### config.mk
export PLATFORM = sky130hd
export DESIGN_NAME = p18_spi_rx
export DESIGN_NICKNAME = d
export VERILOG_FILES = /design/src/rtl/p18_spi_rx.sv
export SDC_FILE = /design/constraint.sdc
export NUM_CORES = 1
export LEC_CHECK = 0
export CAP_MARGIN = 20
export CORE_UTILIZATION = 50
export CTS_BUF_LIST = sky130_fd_sc_hd__clkbuf_4 sky130_fd_sc_hd__clkbuf_8 sky130_fd_sc_hd__clkbuf_16
export CTS_CLUSTER_DIAMETER = 80
export DETAILED_ROUTE_END_ITERATION = 12
export HOLD_SLACK_MARGIN = 0.15
export PLACE_DENSITY = 0.77
export SLEW_MARGIN = 15
export SYNTH_ARGS = -nofsm -noshare
export SYNTH_HDL_FRONTEND = slang
export SYNTH_SLANG_ARGS = --single-unit
### constraint.sdc
create_clock -name clk -period 4.55 [get_ports clk]
set_input_delay 0.91 -clock clk [delete_from_list [all_inputs] [get_ports clk]]
set_output_delay 0.91 -clock clk [all_outputs]
set_load 0.005 [all_outputs]
### src/rtl/p18_spi_rx.sv
// p18_spi_rx: SPI mode-0 slave receiver. Oversamples sck/mosi/cs_n in the clk
// domain and deserialises MOSI into 16-bit words for the P18 command controller.
//
// Parameters:
//   SYNC_STAGES  synchroniser depth on sck, mosi, cs_n (2..3)
//   MSB_FIRST    1: first bit lands in word[15]; 0: first bit lands in word[0]
// Ports:
//   clk, nRst     system clock, asynchronous active-low reset
//   sck, mosi     SPI clock (CPOL=0) and data in, asynchronous to clk
//   cs_n          SPI chip select, active-low, asynchronous to clk
//   miso          SPI data out (echo of previous word) when P18_SPI_MISO_EN is defined, else 0
//   start         one-cycle pulse at frame open
//   word_en       one-cycle pulse when a 16-bit word completes
//   word          last completed word, held between word_en pulses
//   frame_active  high while a frame is open
// Optional feature macro: P18_SPI_MISO_EN (builds the transmit shift register).

module p18_spi_rx #(
    parameter int unsigned SYNC_STAGES = 2,
    parameter bit          MSB_FIRST   = 1'b1
) (
    input  logic        clk,
    input  logic        nRst,
    input  logic        sck,
    input  logic        mosi,
    input  logic        cs_n,
    output logic        miso,
    output logic        start,
    output logic        word_en,
    output logic [15:0] word,
    output logic        frame_active
);

    localparam int unsigned WORD_W = 16;
    localparam int unsigned CNT_W  = 4;

    typedef enum logic {
        IDLE   = 1'b0,
        ACTIVE = 1'b1
    } state_t;

    // Synchronisers, previous-value registers and chain-filled tracker
    logic [SYNC_STAGES-1:0] sck_sync_q,  sck_sync_d;
    logic [SYNC_STAGES-1:0] mosi_sync_q, mosi_sync_d;
    logic [SYNC_STAGES-1:0] cs_sync_q,   cs_sync_d;
    logic [SYNC_STAGES-1:0] vld_q,       vld_d;
    logic                   sck_prev_q,  sck_prev_d;
    logic                   cs_prev_q,   cs_prev_d;
    logic                   armed_q,     armed_d;

    state_t                 state_q, state_d;
    logic [CNT_W-1:0]       cnt_q,   cnt_d;
    logic [WORD_W-1:0]      shift_q, shift_d;
    logic [WORD_W-1:0]      word_q,  word_d;
    logic                   start_q, start_d;
    logic                   word_en_q, word_en_d;
    logic                   frame_active_q, frame_active_d;

    logic sck_s, mosi_s, cs_s, vld_s;
    logic rise, fall, cs_fall, cs_rise;
    logic sample_bit;

    assign sck_s  = sck_sync_q[SYNC_STAGES-1];
    assign mosi_s = mosi_sync_q[SYNC_STAGES-1];
    assign cs_s   = cs_sync_q[SYNC_STAGES-1];
    assign vld_s  = vld_q[SYNC_STAGES-1];

    assign rise    = sck_s & ~sck_prev_q;
    assign fall    = ~sck_s & sck_prev_q;
    // The cs chain resets to 1, so a cs_n already low at reset release would look
    // like a fall; only accept falls once a genuine high level has been sampled.
    assign cs_fall = armed_q & cs_prev_q & ~cs_s;
    assign cs_rise = ~cs_prev_q & cs_s;

    // Synchroniser shift and edge-detect history
    always_comb begin
        sck_sync_d  = {sck_sync_q[SYNC_STAGES-2:0],  sck};
        mosi_sync_d = {mosi_sync_q[SYNC_STAGES-2:0], mosi};
        cs_sync_d   = {cs_sync_q[SYNC_STAGES-2:0],   cs_n};
        vld_d       = {vld_q[SYNC_STAGES-2:0],       1'b1};
        sck_prev_d  = sck_s;
        cs_prev_d   = cs_s;
        armed_d     = armed_q | (vld_s & cs_s);
    end

    // Frame FSM, bit counter, shift register and word output
    always_comb begin
        state_d    = state_q;
        cnt_d      = cnt_q;
        shift_d    = shift_q;
        word_d     = word_q;
        start_d    = 1'b0;
        word_en_d  = 1'b0;
        sample_bit = 1'b0;

        case (state_q)
            IDLE: begin
                cnt_d = '0;
                if (cs_fall) begin
                    state_d    = ACTIVE;
                    start_d    = 1'b1;
                    sample_bit = rise;
                end
            end
            ACTIVE: begin
                if (cs_rise) begin
                    // Partial word dropped; a coincident sck rise is ignored
                    state_d = IDLE;
                    cnt_d   = '0;
                end else begin
                    sample_bit = rise;
                end
            end
            default: begin
                state_d = IDLE;
                cnt_d   = '0;
            end
        endcase

        // cnt_q is always 0 in IDLE, so the frame-opening bit counts from 0
        if (sample_bit) begin
            if (MSB_FIRST) begin
                shift_d = {shift_q[WORD_W-2:0], mosi_s};
            end else begin
                shift_d = {mosi_s, shift_q[WORD_W-1:1]};
            end
            cnt_d = cnt_q + CNT_W'(1);
            if (cnt_q == CNT_W'(WORD_W - 1)) begin
                word_en_d = 1'b1;
                word_d    = shift_d;
            end
        end

        frame_active_d = (state_d == ACTIVE);
    end

    always_ff @(posedge clk or negedge nRst) begin
        if (!nRst) begin
            sck_sync_q     <= '0;
            mosi_sync_q    <= '0;
            cs_sync_q      <= '1;
            vld_q          <= '0;
            sck_prev_q     <= 1'b0;
            cs_prev_q      <= 1'b1;
            armed_q        <= 1'b0;
            state_q        <= IDLE;
            cnt_q          <= '0;
            shift_q        <= '0;
            word_q         <= '0;
            start_q        <= 1'b0;
            word_en_q      <= 1'b0;
            frame_active_q <= 1'b0;
        end else begin
            sck_sync_q     <= sck_sync_d;
            mosi_sync_q    <= mosi_sync_d;
            cs_sync_q      <= cs_sync_d;
            vld_q          <= vld_d;
            sck_prev_q     <= sck_prev_d;
            cs_prev_q      <= cs_prev_d;
            armed_q        <= armed_d;
            state_q        <= state_d;
            cnt_q          <= cnt_d;
            shift_q        <= shift_d;
            word_q         <= word_d;
            start_q        <= start_d;
            word_en_q      <= word_en_d;
            frame_active_q <= frame_active_d;
        end
    end

    assign start        = start_q;
    assign word_en      = word_en_q;
    assign word         = word_q;
    assign frame_active = frame_active_q;

`ifdef P18_SPI_MISO_EN
    logic [WORD_W-1:0] tx_q, tx_d;
    logic              miso_q, miso_d;

    // Transmit register: echoes the last completed word, shifted out on sck falls
    always_comb begin
        tx_d = tx_q;
        if ((state_q == ACTIVE) && fall) begin
            if (MSB_FIRST) begin
                tx_d = {tx_q[WORD_W-2:0], 1'b0};
            end else begin
                tx_d = {1'b0, tx_q[WORD_W-1:1]};
            end
        end
        if (cs_fall || word_en_q) begin
            tx_d = word_q;
        end
        if (state_d == ACTIVE) begin
            miso_d = MSB_FIRST ? tx_d[WORD_W-1] : tx_d[0];
        end else begin
            miso_d = 1'b0;
        end
    end

    always_ff @(posedge clk or negedge nRst) begin
        if (!nRst) begin
            tx_q   <= '0;
            miso_q <= 1'b0;
        end else begin
            tx_q   <= tx_d;
            miso_q <= miso_d;
        end
    end

    assign miso = miso_q;
`else
    logic unused_fall;
    assign unused_fall = fall;
    assign miso        = 1'b0;
`endif

endmodule
# After elaboration in Yosys (flattened, before gate mapping)
# Cells that the tools add are included.
# word_totals
reg_bits	49
in_bits	5
wordCells	39
# op_classes
add_sub_neg	1
eq_ne	2
muxes	12
n_bitwise	10
n_reduce_logical	1
# ops
cell	count
two-way mux 4 bit	2
one-hot mux 4 bit (2 select lines)	1
two-way mux 1 bit	7
bitwise AND 1 bit	5
adder 4 x 1 -> 4 bit, second input constant	1
== test 4 bit, second input constant	1
NOT 1 bit	4
one-hot mux 1 bit (2 select lines)	2
!= test 3 x 1 -> 1 bit, second input constant	1
AND reduction 2 bit	1
OR 1 bit	1

# Longest topological paths before layout
# depth
word_depth	5
ltp_mapped	6
mapped_depth_nobuf	4

# Worst setup path after synthesis
# No wires, ideal clock.
# synth_path
kind	reg2reg
startpoint	register cs_prev_q
endpoint	register word_q[0], in the netlist word[0]
setup_ps	125
arrival_time_ps	1619
required_time_ps	4425
setup_slack_ps	2805
path_stages_with_launch	6
cell_sequence	dfstp_2 nand3b_1 o21ai_2 nor3b_4 buf_12 mux2_4
# synth_between
elab_chain_len	5
# synth_lines
item	line_no	source
start: declaration	48	logic cs_prev_q, cs_prev_d;
start signal: assignment	159	cs_prev_q <= cs_prev_d;
bitwise AND 1 bit / NOT 1 bit (equally long branches)	72, 73	
bitwise AND 1 bit, on equally long branches	72, 73	
two-way mux 1 bit, on equally long branches	99, 106	
one-hot mux 1 bit (2 select lines) (*)	96	case (state_q)
AND reduction 2 bit (no source line) (*)	n/a	
end signal: assignment	164	word_q <= word_d;
end: declaration	54	logic [WORD_W-1:0] word_q, word_d;
# Every way passes the cells marked *; elsewhere a longest branch is shown, timed or not.
# A chain may end at the register's enable or synchronous reset.

# Worst setup path after layout
# layout_path
startpoint	register cs_prev_q
endpoint	register word_q[12], in the netlist word[12]
# Same word-level chain as after synthesis.

==> metrics.yaml <==
clock_network:
  cts_setup_buffers: 0
  cts_sinks: 49
  postCtsHoldBufs: 0
  clk_path_buf_depth: 2
  cts_tree: "yes"
  clkLatencyLatePin_ns: 0.36
  cts_resized: 0
  htree_levels: 2
  clkSlewWorstSetupHoldPaths_ns: 0.13
  cts_made_buffers: 5
  cts-root-buf: "clkbuf_4"
die:
  dieWidth_um: 62.5
  start_util_pct: 53.7
  fp.dieArea_um2: 3910
  coreArea_um2: 3420
  io-pin-count: 25
  fp.dieH_um: 62.5
  rows: 21
synthesis:
  synth_cell_types: 23
  postSynthCellCount: 107
  synthArstFlopShare_pct: 100
  synth_top_cell_area_share_pct: 62.8
  synth-seq-cells: 49
  mappedNetlistArea_um2: 1830
  synth_top_area_cell: "dfrtp_1"
  synth_edf_count: 0
  yosysWarnings: 0
  synth_ff_type: "dfrtp_1"
  synth.avg_cell_area_um2: 17.1
  synthTopCellsByArea: "dfrtp_1 63%, mux2_2 14%, mux2_4 7.4%, dfstp_2 4.3%, buf_4 1.2%"
  synthesis.nets: 113
  synth-seq-area-share_pct: 67.1
critical_path:
  timing.rr.start: "cs_prev_q"
  critical_path.startpoint_type: "register"
  ff2ff_path_depth: 4
  critical_path_class: "reg2reg"
  reg2reg_slack_ns: 2.28
  r2r_end: "word[12]"
  critPathCaptureType: "register"
  required_ns: 4.81
  arrival_ns: 2.53
  crit_fanout: 17
sta:
  worst_slew_pin_slew_ns: 1.06
  finalHoldViolations: 0
  finalClockSkew_ns: 0.0129
  slew_violations: 0
  fin_crit_sh_pct: 50.0
  clock.fmax_ghz: 0.440
  min_period_ns: 2.27
  setup_tns_ns: 0
  rsz0062_at_grt: "false"
  slew_headroom_pct: 29.0
  setup_violations: 0
global_route:
  grt_pass1_vias: 1015
  antenna_found_initial: 0
  grt_use_total_pct: 17.2
  grt_start_max_net_pins: 50
  grt_overflow_total: 0
  grt_pass1_wl_mm: 5.00
layout:
  final-seq-area_um2: 1230
  drive_gt1_share_pct: 37.0
  final_cells: 181
  antenna_cells: 0
  nFillCells: 272
  multiInputGateArea_um2: 553
  nNetsFinal: 140
  area_delta_synth_final_pct: 17.2
detailed_routing:
  post-route-drc-count: 0
  drt_wl_total_mm: 2.80
  firstDrtPassIters: 2
  post_drt_wl_per_cell_um: 15.5
  drt-initial-drc-count: 16
  vias: 907
  viasPerCell: 5.01
  ant_nets: 0
power:
  p_leak_nw: 1.00
  p_per_area_nw_per_um2: 362
  vdd_drop_max_mv: 0.298
  finalPower_mw: 0.778
placed_design:
  dp_hpwl_mm: 1.85
  place.gp.congestion: 0.674
  io_buffers: 23
  dp.cells: 172
worst_hold_path:
  min-delay-path-class: "reg2reg"
  min_from: "vld_q[0]"
  hold_path_depth: 0
  min_to: "vld_q[1]"
run_status:
  status: "finished, final reports clean"
flow_run:
  maxCapViolCount: 0
-- worst max-delay path: stages (launching register included) --
cell and delay [ns]:
dfstp_2 0.58, nor2b_4 0.05, o21ai_2 0.21, nor3b_4 0.92, mux2_2 0.42
-- worst max path at each step --
stage	startpoint	endpoint	slack, ns	cells after the start
floorplan	cs_prev_q	word[0]	2.81	5
global placement	cs_prev_q	word[14]	2.40	4
detailed placement	cs_prev_q	word[12]	2.29	4
CTS	cs_prev_q	word[10]	2.27	4
global route	cs_prev_q	word[15]	2.16	4
finish	cs_prev_q	word[12]	2.28	4
-- synthesized netlist by cell type, types with 2 or more instances --
cell and number:
nand3_1 3, a22o_1 2, buf_4 3, dfstp_2 3, mux2_4 9, inv_1 2
dfrtp_1 46, mux2_2 23, conb_1 2
-- logic make-up after synthesis --
| logic type | count (synthesis) | share of synthesized area (%) |
|---|---|---|
| other | 2 | 0.410 |
| xor gates and xnor gates | 1 | 0.478 |
| and+or+nand+nor | 10 | 4.30 |
| AOI/OAI and AO/OA | 5 | 2.25 |
| DFF | 49 | 67.1 |
| adders and majority gates | 1 | 0.682 |
| muxes | 33 | 22.0 |
| buffers and inverters | 6 | 2.73 |
-- layout by cell type (no fill, tap or decap), types with 2 or more instances in the layout --
cell type / count
mux2_4: 9
inv_1: 2
conb_1: 2
mux2_2: 23
clkinv_2: 2
dfrtp_1: 46
clkdlybuf4s50_1: 22
dfstp_2: 3
nand3_1: 3
clkbuf_4: 6
a22o_1: 2
-- routing by layer --
metal	part of all wire, %	routed length (µm)	vias up	track usage, %
met5	0	0	-	0
met4	1.8	51	0	7.85
met3	3.8	105	6	6.39
met2	49	1370	19	26.8
met1	45	1270	462	21.5
li1	-	-	420	-
-- stage by stage --
step | hold WS (ns) | instance area (µm²) | worst slack, ns | util [%]
floorplan | 0.331 | 1830 | 2.81 | -
global placement | 0.333 | 2070 | 2.40 | 60.7
detailed placement | 0.335 | 2070 | 2.29 | 60.7
CTS | 0.366 | 2130 | 2.27 | 62.3
global route | 0.371 | 2150 | 2.16 | 62.9
finish | 0.365 | 2150 | 2.28 | 62.9
-- report_power, final --
group | switching, mW | leakage [nW] | internal, mW
Combinational | 0.0286 | 0.332 | 0.0434
Sequential | 0.0314 | 0.637 | 0.480
Clock | 0.129 | 0.0354 | 0.0651
Total | 0.189 | 1.00 | 0.588
-- final cells by class --
type	count	area share, %
Clock inverter	2	0.466
Sequential cell	49	57.3
Clock buffer	6	2.10
Tap cell	46	2.68
Multi-Input combinational cell	52	25.7
Timing Repair Buffer	24	11.4
Inverter	2	0.349
-- flip-flops by register name, summed over array words and instances (netlist names) --
register,cells
start,1
vld_q,2
word_en,1
mosi_sync_q,2
cs_prev_q,1
sck_sync_q,2
shift_q,15
armed_q,1
sck_prev_q,1
word,16
frame_active,1
cnt_q,4
cs_sync_q,2
(Power assumes the default switching activity.)
